File: config.mk
export PLATFORM = sky130hd
export DESIGN_NAME = spi_gpio_bridge
export DESIGN_NICKNAME = d
export VERILOG_FILES = /design/src/rtl/spi_gpio_pkg.sv /design/src/rtl/spi_pin_sync.sv /design/src/rtl/spi_gpio_bridge.sv
export SDC_FILE = /design/constraint.sdc
export NUM_CORES = 1
export LEC_CHECK = 0
export ABC_AREA = 0
export BUFFER_PORTS_ARGS = -buffer_cell sky130_fd_sc_hd__buf_2
export CAP_MARGIN = 30
export CORE_MARGIN = 2
export CORE_UTILIZATION = 52
export DETAILED_ROUTE_END_ITERATION = 8
export MAX_ROUTING_LAYER = met4
export PLACE_DENSITY_LB_ADDON = 0.08
export SLEW_MARGIN = 20
export SYNTH_ARGS = -nofsm -noshare
export SYNTH_HDL_FRONTEND = slang
export SYNTH_SLANG_ARGS = --single-unit
File: constraint.sdc
create_clock -name clk -period 1.9 [get_ports clk]
set_input_delay 0 -clock clk [delete_from_list [all_inputs] [get_ports clk]]
set_output_delay 0 -clock clk [all_outputs]
set_load 0.005 [all_outputs]
File: src/rtl/spi_gpio_pkg.sv
`default_nettype none
// ============================================================================
// Module      : spi_gpio_pkg
// Description : Shared constants and types for the SPI-to-GPIO bridge:
//               register addresses, ID word, frame lengths, FSM states.
// Revision    : 1.0 - initial release
// ============================================================================
package spi_gpio_pkg;

    // Register map (2-bit address carried in the command byte)
    localparam logic [1:0]  ADDR_OUT = 2'd0;
    localparam logic [1:0]  ADDR_OE  = 2'd1;
    localparam logic [1:0]  ADDR_IN  = 2'd2;
    localparam logic [1:0]  ADDR_ID  = 2'd3;

    // Read-only identification word
    localparam logic [31:0] ID_VALUE = 32'h4845_4943;

    // Writable GPIO bits; the low four pins are owned by the SPI port
    localparam logic [31:0] GPIO_MASK = 32'hFFFF_FFF0;

    // Frame layout: one command byte followed by one data word
    localparam int CMD_BITS  = 8;
    localparam int DATA_BITS = 32;

    // Frame FSM states, explicitly encoded
    typedef enum logic [1:0] {
        IDLE = 2'd0,
        CMD  = 2'd1,
        DATA = 2'd2,
        DONE = 2'd3
    } spi_state_t;

endpackage
`default_nettype wire

File: src/rtl/spi_pin_sync.sv
`default_nettype none
// ============================================================================
// Module      : spi_pin_sync
// Description : Two-flop synchronizer for one pad input followed by an
//               edge-detect register. Rise/fall pulses are registered, so a
//               pad transition shows up as a pulse three clk cycles later.
// Revision    : 1.0 - initial release
// ============================================================================
module spi_pin_sync #(
    parameter logic RESET_VAL = 1'b0
) (
    input  logic clk,
    input  logic rst_n,
    input  logic i_pin,
    output logic o_level,
    output logic o_rise,
    output logic o_fall
);

    logic r_meta;
    logic r_sync;
    logic r_prev;
    logic r_rise;
    logic r_fall;

    // Synchronize the pad and register single-cycle edge pulses
    always_ff @(posedge clk or negedge rst_n) begin
        if (!rst_n) begin
            r_meta <= RESET_VAL;
            r_sync <= RESET_VAL;
            r_prev <= RESET_VAL;
            r_rise <= 1'b0;
            r_fall <= 1'b0;
        end else begin
            r_meta <= i_pin;
            r_sync <= r_meta;
            r_prev <= r_sync;
            r_rise <= r_sync & ~r_prev;
            r_fall <= ~r_sync & r_prev;
        end
    end

    assign o_level = r_sync;
    assign o_rise  = r_rise;
    assign o_fall  = r_fall;

endmodule
`default_nettype wire

File: src/rtl/spi_gpio_bridge.sv
`default_nettype none
// ============================================================================
// Module      : spi_gpio_bridge
// Description : SPI mode-0 slave on pins 0-3 giving an external host access
//               to OUT/OE/IN/ID registers controlling GPIO pins 4..NUM_IO-1.
//               Optional feature macro: SPI_GPIO_HEARTBEAT_EN (drives the top
//               pin from a free-running counter bit HB_BIT).
// Revision    : 1.0 - initial release
// ============================================================================
module spi_gpio_bridge #(
    parameter int NUM_IO = 32,
    parameter int HB_BIT = 23
) (
    input  logic              clk,
    input  logic              rst_n,
    input  logic [NUM_IO-1:0] io_in,
    output logic [NUM_IO-1:0] io_out,
    output logic [NUM_IO-1:0] io_oeb
);
    import spi_gpio_pkg::*;

    // Synchronized SPI pins
    logic w_sclk_lvl, w_sclk_rise, w_sclk_fall;
    logic w_cs_lvl,   w_cs_rise,   w_cs_fall;
    logic w_mosi_lvl, w_mosi_rise, w_mosi_fall;

    spi_pin_sync #(.RESET_VAL(1'b0)) u_sync_sclk (
        .clk(clk), .rst_n(rst_n), .i_pin(io_in[0]),
        .o_level(w_sclk_lvl), .o_rise(w_sclk_rise), .o_fall(w_sclk_fall)
    );

    spi_pin_sync #(.RESET_VAL(1'b1)) u_sync_cs (
        .clk(clk), .rst_n(rst_n), .i_pin(io_in[1]),
        .o_level(w_cs_lvl), .o_rise(w_cs_rise), .o_fall(w_cs_fall)
    );

    spi_pin_sync #(.RESET_VAL(1'b0)) u_sync_mosi (
        .clk(clk), .rst_n(rst_n), .i_pin(io_in[2]),
        .o_level(w_mosi_lvl), .o_rise(w_mosi_rise), .o_fall(w_mosi_fall)
    );

    spi_state_t          r_state;
    spi_state_t          w_state_next;
    logic [4:0]          r_bit_cnt;
    logic [6:0]          r_cmd;
    logic [30:0]         r_data;
    logic                r_wr;
    logic [1:0]          r_addr;
    logic                r_rx_any;
    logic [31:0]         r_miso_sr;
    logic [31:0]         r_out;
    logic [31:0]         r_oe;
    logic [NUM_IO-1:4]   r_in_meta;
    logic [NUM_IO-1:4]   r_in_sync;
    logic [1:0]          r_settle;
    logic                r_cs_armed;

    logic                w_cmd_last;
    logic                w_data_last;
    logic [1:0]          w_cmd_addr;
    logic [31:0]         w_word;
    logic [31:0]         w_rd_value;

    assign w_cmd_last  = (r_state == CMD)  && w_sclk_rise && (r_bit_cnt == 5'(CMD_BITS - 1));
    assign w_data_last = (r_state == DATA) && w_sclk_rise && (r_bit_cnt == 5'(DATA_BITS - 1));
    assign w_cmd_addr  = {r_cmd[0], w_mosi_lvl};
    assign w_word      = {r_data, w_mosi_lvl};

    // Value presented on MISO for the addressed register; IN is snapshotted here
    always_comb begin
        w_rd_value = ID_VALUE;
        case (w_cmd_addr)
            ADDR_OUT: w_rd_value = r_out;
            ADDR_OE:  w_rd_value = r_oe;
            ADDR_IN:  w_rd_value = 32'({r_in_sync, 4'b0000});
            default:  w_rd_value = ID_VALUE;
        endcase
    end

    // Frame FSM state register
    always_ff @(posedge clk or negedge rst_n) begin
        if (!rst_n) begin
            r_state <= IDLE;
        end else begin
            r_state <= w_state_next;
        end
    end

    // Frame FSM next state; CS_N deassertion aborts from any state
    always_comb begin
        w_state_next = r_state;
        if (w_cs_rise) begin
            w_state_next = IDLE;
        end else begin
            case (r_state)
                IDLE:    if (w_cs_fall && r_cs_armed) w_state_next = CMD;
                CMD:     if (w_cmd_last)              w_state_next = DATA;
                DATA:    if (w_data_last)             w_state_next = DONE;
                default: w_state_next = r_state;
            endcase
        end
    end

    // Shifting, command latch, register commit and CS_N arming after reset.
    // A frame only starts once CS_N has been seen high from the pad, so a
    // frame interrupted by reset cannot resume without a fresh CS_N fall.
    always_ff @(posedge clk or negedge rst_n) begin
        if (!rst_n) begin
            r_bit_cnt  <= '0;
            r_cmd      <= '0;
            r_data     <= '0;
            r_wr       <= 1'b0;
            r_addr     <= '0;
            r_rx_any   <= 1'b0;
            r_miso_sr  <= '0;
            r_out      <= '0;
            r_oe       <= '0;
            r_in_meta  <= '0;
            r_in_sync  <= '0;
            r_settle   <= '0;
            r_cs_armed <= 1'b0;
        end else begin
            r_in_meta <= io_in[NUM_IO-1:4];
            r_in_sync <= r_in_meta;

            if (r_settle != 2'd3) begin
                r_settle <= r_settle + 2'd1;
            end else if (w_cs_lvl) begin
                r_cs_armed <= 1'b1;
            end

            if (w_cs_rise) begin
                r_bit_cnt <= '0;
                r_rx_any  <= 1'b0;
            end else begin
                case (r_state)
                    IDLE: begin
                        r_bit_cnt <= '0;
                        r_rx_any  <= 1'b0;
                    end
                    CMD: begin
                        if (w_sclk_rise) begin
                            r_cmd <= {r_cmd[5:0], w_mosi_lvl};
                            if (w_cmd_last) begin
                                r_bit_cnt <= '0;
                                r_wr      <= r_cmd[6];
                                r_addr    <= w_cmd_addr;
                                r_miso_sr <= w_rd_value;
                            end else begin
                                r_bit_cnt <= r_bit_cnt + 5'd1;
                            end
                        end
                    end
                    DATA: begin
                        if (w_sclk_rise) begin
                            r_data    <= {r_data[29:0], w_mosi_lvl};
                            r_rx_any  <= 1'b1;
                            r_bit_cnt <= r_bit_cnt + 5'd1;
                            if (w_data_last && r_wr) begin
                                if (r_addr == ADDR_OUT) r_out <= w_word & GPIO_MASK;
                                if (r_addr == ADDR_OE)  r_oe  <= w_word & GPIO_MASK;
                            end
                        end else if (w_sclk_fall && r_rx_any) begin
                            r_miso_sr <= {r_miso_sr[30:0], 1'b0};
                        end
                    end
                    default: begin
                    end
                endcase
            end
        end
    end

`ifdef SPI_GPIO_HEARTBEAT_EN
    logic [31:0] r_hb;

    // Free-running heartbeat counter
    always_ff @(posedge clk or negedge rst_n) begin
        if (!rst_n) begin
            r_hb <= '0;
        end else begin
            r_hb <= r_hb + 32'd1;
        end
    end
`else
    localparam int c_unused_hb_bit = HB_BIT;
`endif

    // Pad outputs: GPIO from OUT/OE, MISO tristated while deselected
    always_comb begin
        io_out = '0;
        io_oeb = '1;
        io_out[NUM_IO-1:4] = r_out[NUM_IO-1:4];
        io_oeb[NUM_IO-1:4] = ~r_oe[NUM_IO-1:4];
        io_out[3]          = r_miso_sr[31];
        io_oeb[3]          = w_cs_lvl;
`ifdef SPI_GPIO_HEARTBEAT_EN
        io_out[NUM_IO-1]   = r_hb[HB_BIT];
        io_oeb[NUM_IO-1]   = 1'b0;
`endif
    end

    // Inputs with no consumer in this design
    logic w_unused_inputs;
    assign w_unused_inputs = ^{io_in[3], w_sclk_lvl, w_mosi_rise, w_mosi_fall};

endmodule
`default_nettype wire

# Word-level counts from Yosys, hierarchy flattened
# Cells that the tools add are included.
dict set report op_classes {
  n_reduce_logical 23
  n_eq_ne 17
  muxes 19
  bitwise 11
  add_sub_neg 2
}
# cell n
set op_table {}
lappend op_table {{32-bit 2-to-1 mux} 4}
lappend op_table {{32-bit one-hot mux with 3 select lines} 1}
lappend op_table {{32-bit one-hot mux with 2 select lines} 1}
lappend op_table {{28-bit inverter} 1}
lappend op_table {{5-bit 2-to-1 mux} 4}
lappend op_table {{5-bit one-hot mux with 3 select lines} 1}
lappend op_table {{5-bit AND reduction} 2}
lappend op_table {{3-bit by 2-bit != test with 1-bit output (second input constant)} 3}
lappend op_table {{3-bit AND reduction} 3}
lappend op_table {{2-bit 2-to-1 mux} 4}
lappend op_table {{4-bit AND reduction} 2}
lappend op_table {{1-bit logical AND} 7}
lappend op_table {{2-bit by 1-bit == test with 1-bit output (second input constant)} 3}
lappend op_table {{2-bit zero test} 3}
lappend op_table {{2-bit != test (second input constant)} 3}
lappend op_table {{3-bit by 1-bit != test with 1-bit output (second input constant)} 2}
lappend op_table {{1-bit inverter} 6}
lappend op_table {{2-bit one-hot mux with 3 select lines} 1}
lappend op_table {{6-bit AND reduction} 1}
lappend op_table {{5-bit by 1-bit adder with 5-bit output (second input constant)} 1}
lappend op_table {{5-bit by 3-bit == test with 1-bit output (second input constant)} 1}
lappend op_table {{5-bit == test (second input constant)} 1}
lappend op_table {{1-bit bitwise AND} 4}
lappend op_table {{2-bit == test (second input constant)} 2}
lappend op_table {{other kinds (8)} 11}
dict set report word_totals {
  reg_bits 208
  word_cells 98
  input_bits 34
  out_inout_bits 64
}

# Longest topological paths before layout
# Gate-level depths: netlist of the first run.
dict set report logic_depth {
  depth_word 7
  depth_mapped 8
  mapped_depth_nobuf 7
}

# Cells and area by module
# Synthesis of the first run repeated with hierarchy kept, for this count alone.
dict set report unflattened {
  cells_unflattened 595
  area_unflattened_um2 8371.8
}
# module area_each_um2 cells_per_inst n_inst seq_area_each_um2
set by_module_without_submodules {}
lappend by_module_without_submodules {spi_gpio_bridge 7947.6 574 1 4904.7}
lappend by_module_without_submodules {{spi_pin_sync at u_sync_mosi ...} 140.1 7 2 125.1}
lappend by_module_without_submodules {{spi_pin_sync at u_sync_cs} 143.9 7 1 128.9}

# Least setup slack after synthesis of the first run
# OpenSTA, ideal clock, no wires.
dict set report synth_path {
  path_type {reg2reg}
  start {reg r_state[0]}
  end {reg r_out[11]}
  arrival_time_ns 1.941
  path_stages_with_launch 8
  setup_slack_ns -0.166
  synth_period_minus_slack_ns 2.066
  path_buffers 2
  setup_ns 0.125
  t_required_ns 1.775
  cell_sequence {dfrtp_1 > inv_1 > ha_1 > buf_4 > nand3b_4 > nor4_4 > buf_6 > mux2_2}
}
dict set report synth_between {
  elab_chain_len 5
}
# item line
set synth_lines {}
lappend synth_lines {{start: declaration} spi_gpio_bridge.sv:42} ;# spi_state_t r_state;
lappend synth_lines {{start signal: assignment} spi_gpio_bridge.sv:85} ;# r_state <= w_state_next;
lappend synth_lines {{2-bit == test (*)} {spi_gpio_bridge.sv:65, spi_gpio_bridge.sv:136}}
lappend synth_lines {{1-bit logical AND (2 in a row)} spi_gpio_bridge.sv:65} ;# assign w_data_last = (r_state == DATA) && w_sclk_rise && (r_bit_cnt == 5'(DATA_BITS - 1));
lappend synth_lines {{1-bit logical AND} spi_gpio_bridge.sv:159} ;# if (w_data_last && r_wr) begin
lappend synth_lines {{5-bit AND reduction (no line) (*)} --}
lappend synth_lines {{end signal: assignment} spi_gpio_bridge.sv:160} ;# if (r_addr == ADDR_OUT) r_out <= w_word & GPIO_MASK;
lappend synth_lines {{end: declaration} spi_gpio_bridge.sv:51} ;# logic [31:0] r_out;
# Mark *: on every way between the ends. The rest lies on a longest branch, timed or not.
# A chain may end at the register's enable or synchronous reset.

# Worst setup path in the final report of the first run
dict set report layout_path {
  start {reg r_bit_cnt[1]}
  end {reg r_out[30]}
}
dict set report layout_between {
  elab_chain_len 4
}
# item line
set layout_lines {}
lappend layout_lines {{start: declaration} spi_gpio_bridge.sv:44} ;# logic [4:0] r_bit_cnt;
lappend layout_lines {{start signal: assignment} spi_gpio_bridge.sv:150} ;# r_bit_cnt <= r_bit_cnt + 5'd1;
lappend layout_lines {{start signal: assignment} spi_gpio_bridge.sv:158} ;# r_bit_cnt <= r_bit_cnt + 5'd1;
lappend layout_lines {{5-bit == test} spi_gpio_bridge.sv:65}
lappend layout_lines {{1-bit logical AND} spi_gpio_bridge.sv:65}
lappend layout_lines {{1-bit logical AND} spi_gpio_bridge.sv:159}
lappend layout_lines {{5-bit AND reduction (no line)} --}
# No other way between the ends.

==> results.py, run 1 <==
metrics = {
    "sta": {
        "remaining_max_slew_budget_at_the_tightest_pin_pct": 62.3,
        "fmaxAchievable_mhz": 512,
        "setup_tns_final_ns": -1.08,
        "final-setup-viol-count": 37,
        "layout_setup_ws_ns": -0.0524,
        "report.final.hold_viol_count": 0,
        "timing_max_transition_violations_final": 0,
        "clock_skew_after_layout_ns": 0.0137,
        "part_of_the_cycle_the_worst_path_needs_pct": 103,
        "rsz0062_at_grt": "true",
        "period_needed_ns": 1.95,
        "worst-slew-pin-transition_ns": 0.566,
        "fin_hold_ws_ns": 0.0643,
    },
    "final_layout": {
        "flow.area_growth_from_synthesis_pct": 28.2,
        "antenna_cells": 0,
        "most-common-layout-cells": "sky130_fd_sc_hd__dfrtp_1, sky130_fd_sc_hd__mux2_2, sky130_fd_sc_hd__buf_2, sky130_fd_sc_hd__inv_1, sky130_fd_sc_hd__dlygate4sd3_1",
        "filler_cell_count": 1140,
        "final_common_cell": "sky130_fd_sc_hd__dfrtp_1",
        "post-route-util_pct": 67.7,
        "final_layout_net_count": 784,
        "final_layout_size_suffix_gt1_share_pct": 45.7,
    },
    "cts": {
        "cts_num_sinks": 208,
        "numCtsBuffers": 22,
        "worstSkewPairLatency_ns": 0.51,
        "cts.reportedPaths.clkPinSlew_ns": 0.06,
        "clock_path_buffers": 3,
        "cts_tree": "done",
        "clockRootBuffer": "sky130_fd_sc_hd__clkbuf_16",
        "htree_num_levels": 1,
    },
    "global_routing": {
        "first_global_vias": 5314,
        "grt_first_pass_wirelength_mm": 27.3,
        "antenna_found_initial": 0,
        "grt_max_degree": 69,
        "track_usage_pct": 21.2,
        "grt-ovfl-total": 0,
    },
    "pwr": {
        "cellPowerDensity_mw_per_mm2": 1150,
        "static-leakage-power_nw": 5.16,
        "peakVddDrop_uv": 685,
    },
    "setup_path": {
        "cpMostUsedCell": "sky130_fd_sc_hd__ha_4",
        "critical_path.top_delay_family": "simple AND/OR/NAND/NOR gates",
        "crit_path_cell_trace": "ha_4 -> and3_4 -> ha_4 -> nand2_4 -> nor4_4 -> buf_6 -> buf_8 -> mux2_2",
        "critPathArrivalTime_ns": 2.34,
        "critical_path_depth": 8,
        "cp-startpoint": "r_bit_cnt[1]",
        "r2r_cells": 8,
        "cp-start-kind": "flip-flop",
        "critical_path.reg2reg.endpoint": "r_out[30]",
        "critical_path_peak_fanout": 7,
        "worst-r2r-setup-slack_ns": -0.05,
        "cpPeakStageDelay_ns": 0.40,
        "cp.required_ns": 2.28,
        "endpoint": "r_out[30]",
        "worst_r2r_startpoint": "r_bit_cnt[1]",
        "end_kind": "flip-flop",
        "cp.buffers_inverters": 2,
        "timing.setup.critical_path_class": "reg2reg",
        "critical-path-slowest-cell": "sky130_fd_sc_hd__dfrtp_1",
    },
    "synth": {
        "synth_area_per_cell_um2": 14.1,
        "synth_sequential_area_ratio_pct": 62.8,
        "ys_warn_count": 0,
        "postSynthCellCount": 588,
        "synth.ff_latch_count": 208,
        "synth_cell_types": 50,
        "synth_async_sr_flop_share_pct": 100,
        "netlist_area_mm2": 0.00830,
        "number_of_enable_flip_flop_cells_after_synthesis": 0,
        "synthFlopType": "sky130_fd_sc_hd__dfrtp_1",
    },
    "floorplan": {
        "num_io_pins": 98,
        "initial_utilization_pct": 52.8,
        "fp.dieH_um": 130,
        "std_cell_rows": 46,
        "dieArea_mm2": 0.0170,
        "coreArea_mm2": 0.0157,
        "die_w_um": 130,
    },
    "drt": {
        "postRouteAntennaNets": 0,
        "initialDrtViolationCount": 182,
        "avgRoutedWirePerCell_um": 18.0,
        "detailedRoute.firstPassIterationCount": 5,
        "vias_per_cell": 5.25,
        "route.met2.wl_mm": 8.58,
        "route.detailed.drc": 0,
        "wl_met3_um": 719,
        "dr_total_vias": 5120,
        "totalWireLength_mm": 17.5,
        "routed.top_layer": "met4",
        "route.layer.met1.wl_mm": 7.99,
    },
    "placement": {
        "dp_slack_ns": -0.0581,
        "port_buffers": 90,
        "detailed_place_hpwl_mm": 10.7,
        "placer_congestion": 0.848,
    },
    "outcome": {
        "violations": "setup timing",
        "outcome": "complete, but fails checks",
    },
    "run": {
        "maxCapViolCount": 0,
    },
    "hold_path": {
        "hold_path.class": "in2async",
    },
}
[worst reg2reg max path: stages (launching register included)]
cell and delay (ns):
sky130_fd_sc_hd__dfrtp_1 0.40, sky130_fd_sc_hd__ha_4 0.16, sky130_fd_sc_hd__and3_4 0.19, sky130_fd_sc_hd__ha_4 0.14
sky130_fd_sc_hd__nand2_4 0.06, sky130_fd_sc_hd__nor4_4 0.22, sky130_fd_sc_hd__buf_6 0.18, sky130_fd_sc_hd__buf_8 0.16
sky130_fd_sc_hd__mux2_2 0.34
[state kept, by name (all words and copies together) (netlist names), 2 cells and up]
signal / cells
r_bit_cnt: 5
r_out: 28
r_state: 2
r_miso_sr: 32
r_addr: 2
r_oe: 28
r_in_meta: 28
r_in_sync: 28
r_settle: 2
r_cmd: 7
r_data: 31
[cell families after synthesis]
logic type | share of synthesized area (%)
mux | 21.1
simple gates | 3.35
fa+ha+maj | 1.06
buf+inv | 5.04
other cells | 0.0905
xor+xnor | 0.106
compound gates | 6.45
flops | 62.8
[power by group]
part,switching [W],total [W],leakage [nW],internal [W]
clock,0.00172,0.00450,0.387,0.00278
sequential,0.000226,0.00508,2.70,0.00485
combinational,0.00128,0.00264,2.08,0.00136
[how the worst min path moves through the flow]
stage	startpoint	depth (start not counted)	endpoint	slack, ns
3_3_place_gp	rst_n	1	r_oe[8]	0.03
4_1_cts	rst_n	2	r_data[8]	0.08
6_report	rst_n	2	r_oe[8]	0.06
5_1_grt	rst_n	2	r_oe[8]	0.11
3_5_place_dp	rst_n	1	r_oe[8]	0.04
2_1_floorplan	rst_n	0	r_addr[0]	-0.30
[synth_stat cells, types with 5 or more instances]
cell type	instances	area share, %
sky130_fd_sc_hd__mux2_2	153	21
sky130_fd_sc_hd__buf_4	10	0.90
sky130_fd_sc_hd__nand2_1	21	0.95
sky130_fd_sc_hd__ha_1	7	1.1
sky130_fd_sc_hd__a221oi_1	18	1.9
sky130_fd_sc_hd__clkbuf_1	13	0.59
sky130_fd_sc_hd__o22ai_1	9	0.68
sky130_fd_sc_hd__dfrtp_1	205	62
sky130_fd_sc_hd__a21oi_1	19	1.1
sky130_fd_sc_hd__o21ai_0	12	0.72
sky130_fd_sc_hd__buf_2	7	0.42
sky130_fd_sc_hd__nand3_1	5	0.30
sky130_fd_sc_hd__buf_6	5	0.68
sky130_fd_sc_hd__inv_1	53	2.4
sky130_fd_sc_hd__nor2b_1	5	0.38
[layout make-up]
cell class	instances	area [um^2]	share of cell area (%)
clock buffer	31	644	6.06
clock inverter	9	135	1.27
inverter	53	201	1.89
multi-input combinational	295	2880	27.1
sequential	208	5210	49.0
tap	216	270	2.54
timing repair buffer	163	1290	12.2
[metrics by stage]
stage | cells | power (W) | instance area [um^2]
3_3_place_gp | 885 | 0.00721 | 9140
3_5_place_dp | 885 | 0.00728 | 9140
5_1_grt | 975 | 0.0128 | 10600
4_1_cts | 963 | 0.0121 | 10400
6_report | 975 | 0.0122 | 10600
2_1_floorplan | 592 | 0.00663 | 8360
[metal layers]
metal,global-route usage [%],vias to the layer above
met3,3.36,22
met1,28.2,2635
met4,5.12,0
met2,34.5,100
li1,-,2363
met5,-,-
[timing repair]
action	in CTS	in global routing
resized for setup	7	37
hold buffers	32	0
buffers inserted	5	9
endpoints found under the hold margin	153	0
setup endpoints to repair	68	87
pin swaps	0	4
gates cloned	1	4
No activity file was read; power rests on OpenSTA's default activity.
==> run 2, diff against run 1 <==
Settings changed: CELL_PAD_IN_SITES_DETAIL_PLACEMENT set to 2, CELL_PAD_IN_SITES_GLOBAL_PLACEMENT set to 2, CORE_UTILIZATION 52 to 37.
==> results.py, run 2 (synthesized netlist as in run 1, its figures left out) <==
metrics = {
    "floorplan": {
        "die_w_um": 154,
        "num_io_pins": 98,
        "initial_utilization_pct": 37.9,
        "coreArea_mm2": 0.0219,
        "std_cell_rows": 54,
        "fp.dieH_um": 154,
        "dieArea_mm2": 0.0236,
    },
    "drt": {
        "dr_total_vias": 5302,
        "initialDrtViolationCount": 140,
        "route.detailed.drc": 0,
        "detailedRoute.firstPassIterationCount": 4,
        "avgRoutedWirePerCell_um": 22.6,
        "totalWireLength_mm": 23.8,
        "postRouteAntennaNets": 0,
        "vias_per_cell": 5.04,
    },
    "sta": {
        "part_of_the_cycle_the_worst_path_needs_pct": 104,
        "period_needed_ns": 1.98,
        "fmaxAchievable_mhz": 504,
        "rsz0062_at_grt": "true",
        "remaining_max_slew_budget_at_the_tightest_pin_pct": 62.4,
        "timing_max_transition_violations_final": 0,
        "worst-slew-pin-transition_ns": 0.564,
        "clock_skew_after_layout_ns": 0.0283,
        "report.final.hold_viol_count": 0,
        "layout_setup_ws_ns": -0.0848,
        "final-setup-viol-count": 60,
    },
    "placement": {
        "post_dp_cell_area_mm2": 0.00926,
        "detailed_place_hpwl_mm": 13.5,
        "port_buffers": 90,
        "placer_congestion": 0.711,
    },
    "pwr": {
        "power_frac_clock_pct": 36.7,
        "sw_frac_of_total_pct": 28.1,
        "pwr-share-comb_pct": 23.1,
        "peakVddDrop_uv": 547,
        "static-leakage-power_nw": 5.30,
        "cellPowerDensity_mw_per_mm2": 1150,
        "power_report.internal_total_w": 0.00910,
        "design_power_total_w": 0.0127,
        "net-switching-power_w": 0.00356,
        "p_seq_share_pct": 40.1,
    },
    "final_layout": {
        "antenna_cells": 0,
        "flow.area_growth_from_synthesis_pct": 32.2,
        "most-common-layout-cells": "sky130_fd_sc_hd__dfrtp_1, sky130_fd_sc_hd__mux2_2, sky130_fd_sc_hd__buf_2, sky130_fd_sc_hd__inv_1, sky130_fd_sc_hd__mux2_4",
        "final_layout_size_suffix_gt1_share_pct": 46.8,
        "top_regs": "r_miso_sr x32, r_data x31",
        "stdcell_area_mm2": 0.0110,
        "top_register": "r_miso_sr",
        "final_common_cell": "sky130_fd_sc_hd__dfrtp_1",
        "final_layout_net_count": 795,
        "largest_reg_flops": 32,
    },
    "cts": {
        "clockRootBuffer": "sky130_fd_sc_hd__clkbuf_16",
        "cts_tree": "done",
        "cts.reportedPaths.clkPinSlew_ns": 0.06,
        "clock_path_buffers": 3,
        "numCtsBuffers": 24,
        "worstSkewPairLatency_ns": 0.53,
        "cts_num_sinks": 208,
        "htree_num_levels": 1,
    },
    "setup_path": {
        "critPathArrivalTime_ns": 2.39,
        "end_kind": "flip-flop",
        "critical_path_peak_fanout": 5,
        "timing.setup.critical_path_class": "reg2reg",
        "cp.required_ns": 2.31,
        "cp-start-kind": "flip-flop",
    },
    "global_routing": {
        "track_usage_pct": 19.3,
        "grt_first_pass_wirelength_mm": 34.6,
        "grt_max_degree": 58,
        "first_global_vias": 5960,
        "antenna_found_initial": 0,
        "grt-ovfl-total": 0,
    },
    "outcome": {
        "outcome": "complete, but fails checks",
        "violations": "setup timing",
    },
    "run": {
        "maxCapViolCount": 0,
    },
    "hold_path": {
        "hold_path.class": "in2async",
    },
}
run 2: changes by cell type in the layout (fill, tap and decap cells not counted), moves of 3 or more:
cell / change
sky130_fd_sc_hd__a221oi_2: +4
sky130_fd_sc_hd__mux2_2: -15
sky130_fd_sc_hd__buf_4: +7
sky130_fd_sc_hd__clkbuf_16: +5
sky130_fd_sc_hd__clkbuf_1: +3
sky130_fd_sc_hd__a221oi_1: -4
sky130_fd_sc_hd__mux2_4: +16
run 2: power groups by stage:
stage / Clock (W) / Sequential (W) / Combinational [W]
after floorplan: 0 / 0.00507 / 0.00155
after global placement: 0 / 0.00511 / 0.00217
after detailed placement: 0 / 0.00514 / 0.00227
after CTS: 0.00476 / 0.00507 / 0.00253
after global routing: 0.00495 / 0.00514 / 0.00318
final: 0.00465 / 0.00508 / 0.00293
run 2: worst max-delay path, cell delays in order (launching register included):
cell                        delay, ns
sky130_fd_sc_hd__dfrtp_1         0.37
sky130_fd_sc_hd__ha_2            0.21
sky130_fd_sc_hd__and3_4          0.20
sky130_fd_sc_hd__ha_4            0.16
sky130_fd_sc_hd__nand2_4         0.07
sky130_fd_sc_hd__nor3_2          0.14
sky130_fd_sc_hd__nand2_2         0.20
sky130_fd_sc_hd__clkbuf_16       0.23
sky130_fd_sc_hd__mux2_4          0.30
run 2: worst paths after layout:
| path | from | to | slack [ns] | cells past startpoint |
|---|---|---|---|---|
| max reg2reg | r_bit_cnt[1] | r_oe[15] | -0.08 | 8 |
| max | r_bit_cnt[1] | r_oe[15] | -0.08 | 8 |
| min reg2reg | r_in_meta[6] | r_in_sync[6] | 0.34 | 0 |
| min | rst_n | r_out[24] | 0.05 | 2 |
| max in group asynchronous | rst_n | r_miso_sr[22] | 1.14 | 3 |
| min in group clk | io_in[0] | u_sync_sclk.r_meta | 0.11 | 2 |
run 2: layout make-up:
class	count	area, um^2
Tap cell	280	350
Inverter	53	201
Timing Repair Buffer	172	1430
Fill cell	2075	10900
Clock inverter	9	113
Sequential cell	208	5210
Multi-Input combinational cell	295	2980
Clock buffer	35	692
run 2: what timing repair did:
action	4_1_cts	5_1_grt
gates cloned	2	8
pin swaps	0	6
setup endpoints to repair	64	89
hold buffers	32	0
endpoints found under the hold margin	239	0
setup buffers	4	8
resized for setup	13	48
run 2: through the flow:
step                      utilization [%]  worst slack, ns  std cells  hold slack, ns  TNS, ns
after floorplan                         -           -0.107        592          -0.296    -2.13
after global placement               42.3          -0.0302        954          0.0203  -0.0556
after detailed placement             42.3           -0.165        954          0.0276    -2.15
after CTS                            48.1          -0.0511       1036          0.0619   -0.456
after global routing                 50.1           -0.151       1052          0.0865    -7.72
final                                50.1          -0.0848       1052          0.0529    -2.84
run 2: metal layers:
metal | up-vias | wire length (um) | global-route usage (%)
met5 | - | 0 | -
met4 | 0 | 363 | 3.98
met3 | 33 | 693 | 2.79
met2 | 102 | 12700 | 34.4
met1 | 2799 | 10000 | 23.3
li1 | 2368 | - | -
